`config.mk`:
```
export PLATFORM = sky130hd
export DESIGN_NAME = sgpu_i_chal
export DESIGN_NICKNAME = d
export VERILOG_FILES = /design/src/rtl/sgpu_i_chal.sv
export SDC_FILE = /design/constraint.sdc
export NUM_CORES = 1
export LEC_CHECK = 0
export CELL_PAD_IN_SITES_DETAIL_PLACEMENT = 1
export CELL_PAD_IN_SITES_GLOBAL_PLACEMENT = 2
export CORE_AREA = 4 4 311 313
export DETAILED_ROUTE_END_ITERATION = 6
export DIE_AREA = 0 0 315 317
export PLACE_DENSITY = 0.86
export SLEW_MARGIN = 20
export SYNTH_ARGS = -nofsm -noshare
export SYNTH_HDL_FRONTEND = slang
export SYNTH_SLANG_ARGS = --single-unit
```
`constraint.sdc`:
```
create_clock -name clk -period 12 [get_ports clk]
set_input_delay 2.4 -clock clk [delete_from_list [all_inputs] [get_ports clk]]
set_output_delay 2.4 -clock clk [all_outputs]
set_load 0.03 [all_outputs]
```
`src/rtl/sgpu_i_chal.sv`:
```
// sgpu_i_chal: SGPU input channel. Packs 32-bit pixel pairs into 64-bit words,
// buffers them in a small FIFO and writes one frame to memory as an ICB initiator.
`ifndef MYRISCV_ADDRBUS
`define MYRISCV_ADDRBUS 31:0
`endif

module sgpu_i_chal #(
    parameter int SCR_W      = 800,
    parameter int SCR_H      = 600,
    parameter int FIFO_DEPTH = 16,
    parameter int MAX_OUTSTD = 4
) (
    input  logic                    clk,
    input  logic                    rst,
    input  logic                    openChal,
    input  logic [`MYRISCV_ADDRBUS] base_addr,
    input  logic                    w_req,
    input  logic [31:0]             data_i,
    output logic                    full,
    output logic                    done,
    output logic [1:0]              err,
    output logic                    icb_cmd_vld,
    input  logic                    icb_cmd_rdy,
    output logic                    icb_cmd_read,
    output logic [`MYRISCV_ADDRBUS] icb_cmd_addr,
    output logic [63:0]             icb_cmd_wdata,
    output logic [7:0]              icb_cmd_wmask,
    input  logic                    icb_rsp_vld,
    output logic                    icb_rsp_rdy,
    input  logic [63:0]             icb_rsp_rdata,
    input  logic                    icb_rsp_err
);
    localparam int TOTAL  = SCR_W * SCR_H / 2;
    localparam int CNT_W  = $clog2(TOTAL + 1);
    localparam int PTR_W  = $clog2(FIFO_DEPTH);
    localparam int FCNT_W = $clog2(FIFO_DEPTH + 1);
    localparam int OUT_W  = $clog2(MAX_OUTSTD + 1);
    localparam logic [CNT_W-1:0]  TOTAL_C = CNT_W'(TOTAL);
    localparam logic [FCNT_W-1:0] DEPTH_C = FCNT_W'(FIFO_DEPTH);
    localparam logic [OUT_W-1:0]  MAXO_C  = OUT_W'(MAX_OUTSTD);

    localparam logic [1:0] S_IDLE  = 2'd0;
    localparam logic [1:0] S_RUN   = 2'd1;
    localparam logic [1:0] S_DRAIN = 2'd2;
    localparam logic [1:0] S_DONE  = 2'd3;

    logic [1:0]              r_state;
    logic [CNT_W-1:0]        r_cmd_cnt;
    logic [`MYRISCV_ADDRBUS] r_addr;
    logic [OUT_W-1:0]        r_outstd;
    logic [1:0]              r_err;
    logic                    r_full;
    logic                    r_half;
    logic [31:0]             r_first;
    logic [63:0]             r_mem [FIFO_DEPTH];
    logic [PTR_W-1:0]        r_wp;
    logic [PTR_W-1:0]        r_rp;
    logic [FCNT_W-1:0]       r_fcnt;

    logic              w_run;
    logic              w_acc;
    logic              w_push;
    logic              w_cmd_hs;
    logic              w_rsp_hs;
    logic [FCNT_W-1:0] w_fcnt_nxt;
    logic [OUT_W-1:0]  w_outstd_nxt;
    logic              w_unused_rdata;

    assign w_run          = (r_state == S_RUN);
    assign w_acc          = w_run && w_req && !r_full;
    assign w_push         = w_acc && r_half;
    assign w_cmd_hs       = icb_cmd_vld && icb_cmd_rdy;
    assign w_rsp_hs       = icb_rsp_vld;
    assign w_unused_rdata = ^icb_rsp_rdata;

    assign icb_cmd_vld   = w_run && (r_fcnt != '0) && (r_outstd < MAXO_C);
    assign icb_cmd_addr  = r_addr;
    assign icb_cmd_wdata = (r_fcnt != '0) ? r_mem[r_rp] : 64'd0;
    assign icb_cmd_read  = 1'b0;
    assign icb_cmd_wmask = 8'hff;
    assign icb_rsp_rdy   = 1'b1;
    assign full          = r_full;
    assign done          = (r_state == S_DONE);
    assign err           = r_err;

    always_comb begin
        w_fcnt_nxt = r_fcnt;
        if (w_push && !w_cmd_hs)
            w_fcnt_nxt = r_fcnt + 1'b1;
        else if (!w_push && w_cmd_hs)
            w_fcnt_nxt = r_fcnt - 1'b1;

        // A stray response with nothing outstanding must not wrap the counter.
        w_outstd_nxt = r_outstd;
        if (w_cmd_hs && !w_rsp_hs)
            w_outstd_nxt = r_outstd + 1'b1;
        else if (!w_cmd_hs && w_rsp_hs && (r_outstd != '0))
            w_outstd_nxt = r_outstd - 1'b1;
    end

    always_ff @(posedge clk) begin
        if (w_acc && !r_half)
            r_first <= data_i;
        if (w_push)
            r_mem[r_wp] <= {data_i, r_first};
    end

    always_ff @(posedge clk) begin
        if (rst) begin
            r_state   <= S_IDLE;
            r_cmd_cnt <= '0;
            r_addr    <= '0;
            r_outstd  <= '0;
            r_err     <= 2'b00;
            r_full    <= 1'b0;
            r_half    <= 1'b0;
            r_wp      <= '0;
            r_rp      <= '0;
            r_fcnt    <= '0;
        end else begin
            // outstd keeps counting through an abort so late responses drain it
            r_outstd <= w_outstd_nxt;
            r_err    <= r_err | {w_req && !w_acc, w_rsp_hs && icb_rsp_err};
            if (w_cmd_hs) begin
                r_cmd_cnt <= r_cmd_cnt + 1'b1;
                r_addr    <= r_addr + 8;
            end

            if (!openChal) begin
                r_state   <= S_IDLE;
                r_cmd_cnt <= '0;
                r_half    <= 1'b0;
                r_wp      <= '0;
                r_rp      <= '0;
                r_fcnt    <= '0;
                r_full    <= 1'b0;
            end else begin
                if (w_push)
                    r_wp <= r_wp + 1'b1;
                if (w_cmd_hs)
                    r_rp <= r_rp + 1'b1;
                r_fcnt <= w_fcnt_nxt;
                r_full <= (w_fcnt_nxt == DEPTH_C);
                if (w_acc)
                    r_half <= !r_half;

                case (r_state)
                    S_IDLE: begin
                        if (r_outstd == '0) begin
                            r_state   <= S_RUN;
                            r_cmd_cnt <= '0;
                            r_addr    <= base_addr;
                            r_err     <= 2'b00;
                        end
                    end
                    S_RUN: begin
                        // leave RUN on the handshake that completes the frame
                        if (w_cmd_hs && (r_cmd_cnt == TOTAL_C - 1'b1))
                            r_state <= S_DRAIN;
                    end
                    S_DRAIN: begin
                        if (w_outstd_nxt == '0)
                            r_state <= S_DONE;
                    end
                    default: r_state <= S_DONE;
                endcase
            end
        end
    end

endmodule

```
==> metrics.txt <==
# TYPE chip_impl_metric gauge
chip_impl_metric{name="viasPerCell",unit=""} 5.968
chip_impl_metric{name="timing.critical_path.fanout_max",unit=""} 98
chip_impl_info{name="holdCritPathClass",value="flop to flop"} 1
chip_impl_metric{name="ir_worst_vdd",unit="mV"} 0.1247
chip_impl_metric{name="postSynthRegisterBits",unit=""} 1132
chip_impl_metric{name="post-cts-setup-buffer-count",unit=""} 0
chip_impl_metric{name="place.detailed.hpwl",unit="mm"} 58.98
chip_impl_metric{name="vias_in_the_first_global_route",unit=""} 23240
chip_impl_metric{name="clock_insertion_delay_worst_skew",unit="ns"} 0.69
chip_impl_metric{name="final-max-slew-violation-count",unit=""} 0
chip_impl_metric{name="reg2regPathDepth",unit=""} 5
chip_impl_metric{name="initial_core_util",unit="%"} 46.39
chip_impl_metric{name="synthArstFlopShare",unit="%"} 0
chip_impl_metric{name="core_region_area",unit="um^2"} 94300
chip_impl_metric{name="worst-endpoint-arrival",unit="ns"} 4.91
chip_impl_info{name="layout_commonest_cell",value="sky130_fd_sc_hd__edfxtp_1"} 1
chip_impl_metric{name="count_of_flip_flops_with_a_built_in_enable_after_synthesis",unit=""} 1056
chip_impl_info{name="crit_path_end",value="icb_cmd_wdata[52]"} 1
chip_impl_metric{name="die_w",unit="um"} 315
chip_impl_metric{name="cts_buffer_depth",unit=""} 3
chip_impl_metric{name="layout_setup_ws",unit="ns"} 4.692
chip_impl_metric{name="cts_clk_pin_slew_worst_paths",unit="ns"} 0.06
chip_impl_metric{name="clock_tree.htree_level_count",unit=""} 3
chip_impl_metric{name="antenna_left",unit=""} 0
chip_impl_metric{name="post_synth_inst_count",unit=""} 2009
chip_impl_metric{name="grt_pass1_wl",unit="mm"} 161.3
chip_impl_metric{name="setup_slack_of_the_worst_register_to_register_path",unit="ns"} 8.02
chip_impl_metric{name="clock_period_minus_worst_slack",unit="ns"} 7.308
chip_impl_metric{name="ys_types",unit=""} 57
chip_impl_metric{name="route.detailed.wl_per_inst",unit="um"} 30.75
chip_impl_metric{name="total_power",unit="mW"} 8.155
chip_impl_info{name="worst_r2r_endpoint",value="r_mem[15][49]$_DFFE_PP_"} 1
chip_impl_metric{name="globalRouteTotalUtil",unit="%"} 22.33
chip_impl_info{name="setup_repair_after_global_routing_missed_its_margin",value="false"} 1
chip_impl_metric{name="route.detailed.drc",unit=""} 0
chip_impl_info{name="cts_tree",value="yes"} 1
chip_impl_metric{name="cts_resized",unit=""} 0
chip_impl_metric{name="final_layout_size_suffix_gt1_share",unit="%"} 23.95
chip_impl_metric{name="grt_antenna_before_repair",unit=""} 6
chip_impl_metric{name="numCtsBuffers",unit=""} 108
chip_impl_metric{name="io-pin-count",unit=""} 246
chip_impl_metric{name="finish.net_count",unit=""} 2365
chip_impl_metric{name="fmaxAchievable",unit="GHz"} 0.1368
chip_impl_metric{name="worst_clock_skew",unit="ns"} 0.03308
chip_impl_metric{name="required",unit="ns"} 9.60
chip_impl_info{name="startpoint_type",value="flop"} 1
chip_impl_metric{name="syn_area_per_cell",unit="um^2"} 21.78
chip_impl_metric{name="drt_first_iter_violations",unit=""} 2270
chip_impl_metric{name="fin_setup_tns",unit="ns"} 0
chip_impl_info{name="synth-main-ff-cell",value="sky130_fd_sc_hd__edfxtp_1"} 1
chip_impl_info{name="worstReg2RegStart",value="r_state[0]$_SDFFE_PP0P_"} 1
chip_impl_metric{name="fp.dieArea",unit="um^2"} 99860
chip_impl_metric{name="wirelength",unit="mm"} 110.0
chip_impl_info{name="timing.setup.critical_path_class",value="flop to output pin"} 1
chip_impl_info{name="layout_common_cells",value="sky130_fd_sc_hd__edfxtp_1, sky130_fd_sc_hd__mux4_2, sky130_fd_sc_hd__clkdlybuf4s50_1, sky130_fd_sc_hd__clkbuf_16, sky130_fd_sc_hd__nor2_1"} 1
chip_impl_metric{name="setup_viol",unit=""} 0
chip_impl_metric{name="leakage",unit="nW"} 15.23
chip_impl_metric{name="yosysWarningCount",unit=""} 0
chip_impl_metric{name="power_per_cell_area",unit="nW/um^2"} 160.7
chip_impl_metric{name="final_min_period_over_clock_period",unit="%"} 60.90
chip_impl_metric{name="dr_total_vias",unit=""} 21350
chip_impl_metric{name="area_growth",unit="%"} 15.99
chip_impl_metric{name="numPortBuffers",unit=""} 171
chip_impl_metric{name="routabilityCongestion",unit=""} 0.7882
chip_impl_metric{name="grt_max_degree",unit=""} 152
chip_impl_metric{name="maxCapViolations",unit=""} 0
chip_impl_metric{name="final_hold_viol_count",unit=""} 0
chip_impl_metric{name="firstDrtPassIters",unit=""} 5
chip_impl_info{name="cts.root.buffer_cell",value="sky130_fd_sc_hd__clkbuf_16"} 1
chip_impl_metric{name="cts_hold_buffers",unit=""} 0
chip_impl_metric{name="dpl_worst_slack",unit="ns"} 5.238
chip_impl_info{name="critical_path.endpoint_type",value="output pin"} 1
chip_impl_metric{name="synth_area",unit="um^2"} 43750
chip_impl_metric{name="fp.dieH",unit="um"} 317
chip_impl_metric{name="timing.slew.headroom",unit="%"} 27.26
chip_impl_info{name="status",value="finished clean"} 1
chip_impl_metric{name="rows",unit=""} 113
chip_impl_metric{name="ys_seq_area_share",unit="%"} 75.96
chip_impl_metric{name="tightestPinTransition",unit="ns"} 1.088
chip_impl_metric{name="numClockSinks",unit=""} 1132
chip_impl_metric{name="grt_overflow",unit=""} 0
==> cell families after synthesis <==
| logic type | count (synthesis) | synth area share [%] |
|---|---|---|
| flops | 1132 | 75.96 |
| mux | 320 | 16.47 |
| simple gates | 293 | 3.707 |
| buf+inv | 133 | 1.330 |
| compound gates | 61 | 1.035 |
| xor+xnor | 55 | 1.101 |
| fa+ha+maj | 13 | 0.3718 |
| other cells | 2 | 0.01717 |
==> area by class of cell <==
cell class,instances,area (um^2)
tap,1265,1583
inverter,16,60.06
clock buffer,123,2759
sequential,1132,33250
clock inverter,79,965.9
fill,8172,43560
multi-input combinational,752,10060
antenna,3,7.507
timing repair buffer,207,2063
==> worst max-delay path, cell delays in order, from the launching register on <==
cell and delay, ns:
sky130_fd_sc_hd__dfxtp_4 0.62, sky130_fd_sc_hd__buf_12 0.61, sky130_fd_sc_hd__buf_4 0.85, sky130_fd_sc_hd__mux4_2 0.62, sky130_fd_sc_hd__mux4_2 0.51, sky130_fd_sc_hd__and2_1 0.18, sky130_fd_sc_hd__clkdlybuf4s50_1 0.63
==> synthesized netlist by cell type, types with 3 or more instances <==
cell type | instances | area, um^2
sky130_fd_sc_hd__nand3_1 | 14 | 70.07
sky130_fd_sc_hd__edfxtp_1 | 1056 | 31710
sky130_fd_sc_hd__nor4_1 | 10 | 62.56
sky130_fd_sc_hd__buf_4 | 12 | 90.09
sky130_fd_sc_hd__xor2_1 | 29 | 254.0
sky130_fd_sc_hd__mux4_2 | 320 | 7207
sky130_fd_sc_hd__nand2b_1 | 3 | 18.77
sky130_fd_sc_hd__dfxtp_1 | 76 | 1521
sky130_fd_sc_hd__buf_2 | 24 | 120.1
sky130_fd_sc_hd__ha_1 | 13 | 162.7
sky130_fd_sc_hd__a21oi_1 | 10 | 50.05
sky130_fd_sc_hd__nor4_2 | 4 | 50.05
sky130_fd_sc_hd__or4_1 | 3 | 22.52
sky130_fd_sc_hd__xnor2_1 | 26 | 227.7
sky130_fd_sc_hd__buf_1 | 9 | 33.78
sky130_fd_sc_hd__a211oi_1 | 31 | 232.7
sky130_fd_sc_hd__nor3_2 | 4 | 40.04
sky130_fd_sc_hd__nand4_1 | 19 | 118.9
sky130_fd_sc_hd__nand2_1 | 40 | 150.1
sky130_fd_sc_hd__and4_1 | 3 | 26.28
sky130_fd_sc_hd__inv_1 | 16 | 60.06
sky130_fd_sc_hd__nor2_1 | 78 | 292.8
sky130_fd_sc_hd__and2_1 | 77 | 481.7
sky130_fd_sc_hd__nor3_1 | 14 | 70.07
sky130_fd_sc_hd__clkbuf_1 | 71 | 266.5
sky130_fd_sc_hd__and3_1 | 6 | 37.54
sky130_fd_sc_hd__o2111ai_1 | 3 | 26.28
sky130_fd_sc_hd__nor4bb_1 | 3 | 30.03
==> registers in the layout, summed over array words and instances, names as in the netlist, 3 cells and up, named ones only <==
register / count
r_rp: 4
r_fcnt: 5
r_first: 32
r_wp: 4
r_mem: 1024
r_cmd_cnt: 18
icb_cmd_addr: 32
r_outstd: 3
==> stage by stage <==
step                cell area (um^2)  utilization [%]  hold slack (ns)  cells
floorplan                      43780                -           0.4666   2017
global placement               46930            49.76           0.4552   3369
detailed placement             46980            49.81           0.4537   3371
CTS                            50700            53.76           0.4694   3573
global route                   50740            53.80           0.4989   3575
finish                         50740            53.81           0.4691   3577
==> power by group <==
group / total (mW) / switching [mW] / leakage [nW] / internal, mW
logic: 0.220 / 0.137 / 3.31 / 0.0827
registers: 4.38 / 0.0477 / 10.1 / 4.33
clock network: 3.56 / 1.49 / 1.80 / 2.07
==> routing by layer <==
| layer | vias up | routed length [um] | global-route usage [%] |
|---|---|---|---|
| li1 | 8733 | - | - |
| met1 | 11310 | 41770 | 29.17 |
| met2 | 1104 | 56590 | 38.36 |
| met3 | 194 | 8863 | 5.090 |
| met4 | 6 | 2716 | 5.620 |
| met5 | - | 41 | 0 |
==> worst min-delay path by stage <==
| stage | from | to | slack, ns | cells after the start |
|---|---|---|---|---|
| 2_1_floorplan | r_cmd_cnt[1]$_SDFF_PP0_ | r_cmd_cnt[1]$_SDFF_PP0_ | 0.47 | 2 |
| 3_3_place_gp | icb_cmd_addr[2]$_SDFFE_PP0P_ | icb_cmd_addr[2]$_SDFFE_PP0P_ | 0.46 | 2 |
| 3_5_place_dp | icb_cmd_addr[2]$_SDFFE_PP0P_ | icb_cmd_addr[2]$_SDFFE_PP0P_ | 0.45 | 2 |
| 4_1_cts | icb_cmd_addr[2]$_SDFFE_PP0P_ | icb_cmd_addr[2]$_SDFFE_PP0P_ | 0.47 | 2 |
| 5_1_grt | icb_cmd_addr[0]$_SDFFE_PP0P_ | icb_cmd_addr[0]$_SDFFE_PP0P_ | 0.50 | 2 |
| 6_report | icb_cmd_addr[2]$_SDFFE_PP0P_ | icb_cmd_addr[2]$_SDFFE_PP0P_ | 0.47 | 2 |
Note: power is estimated with default switching activity, not from simulation.
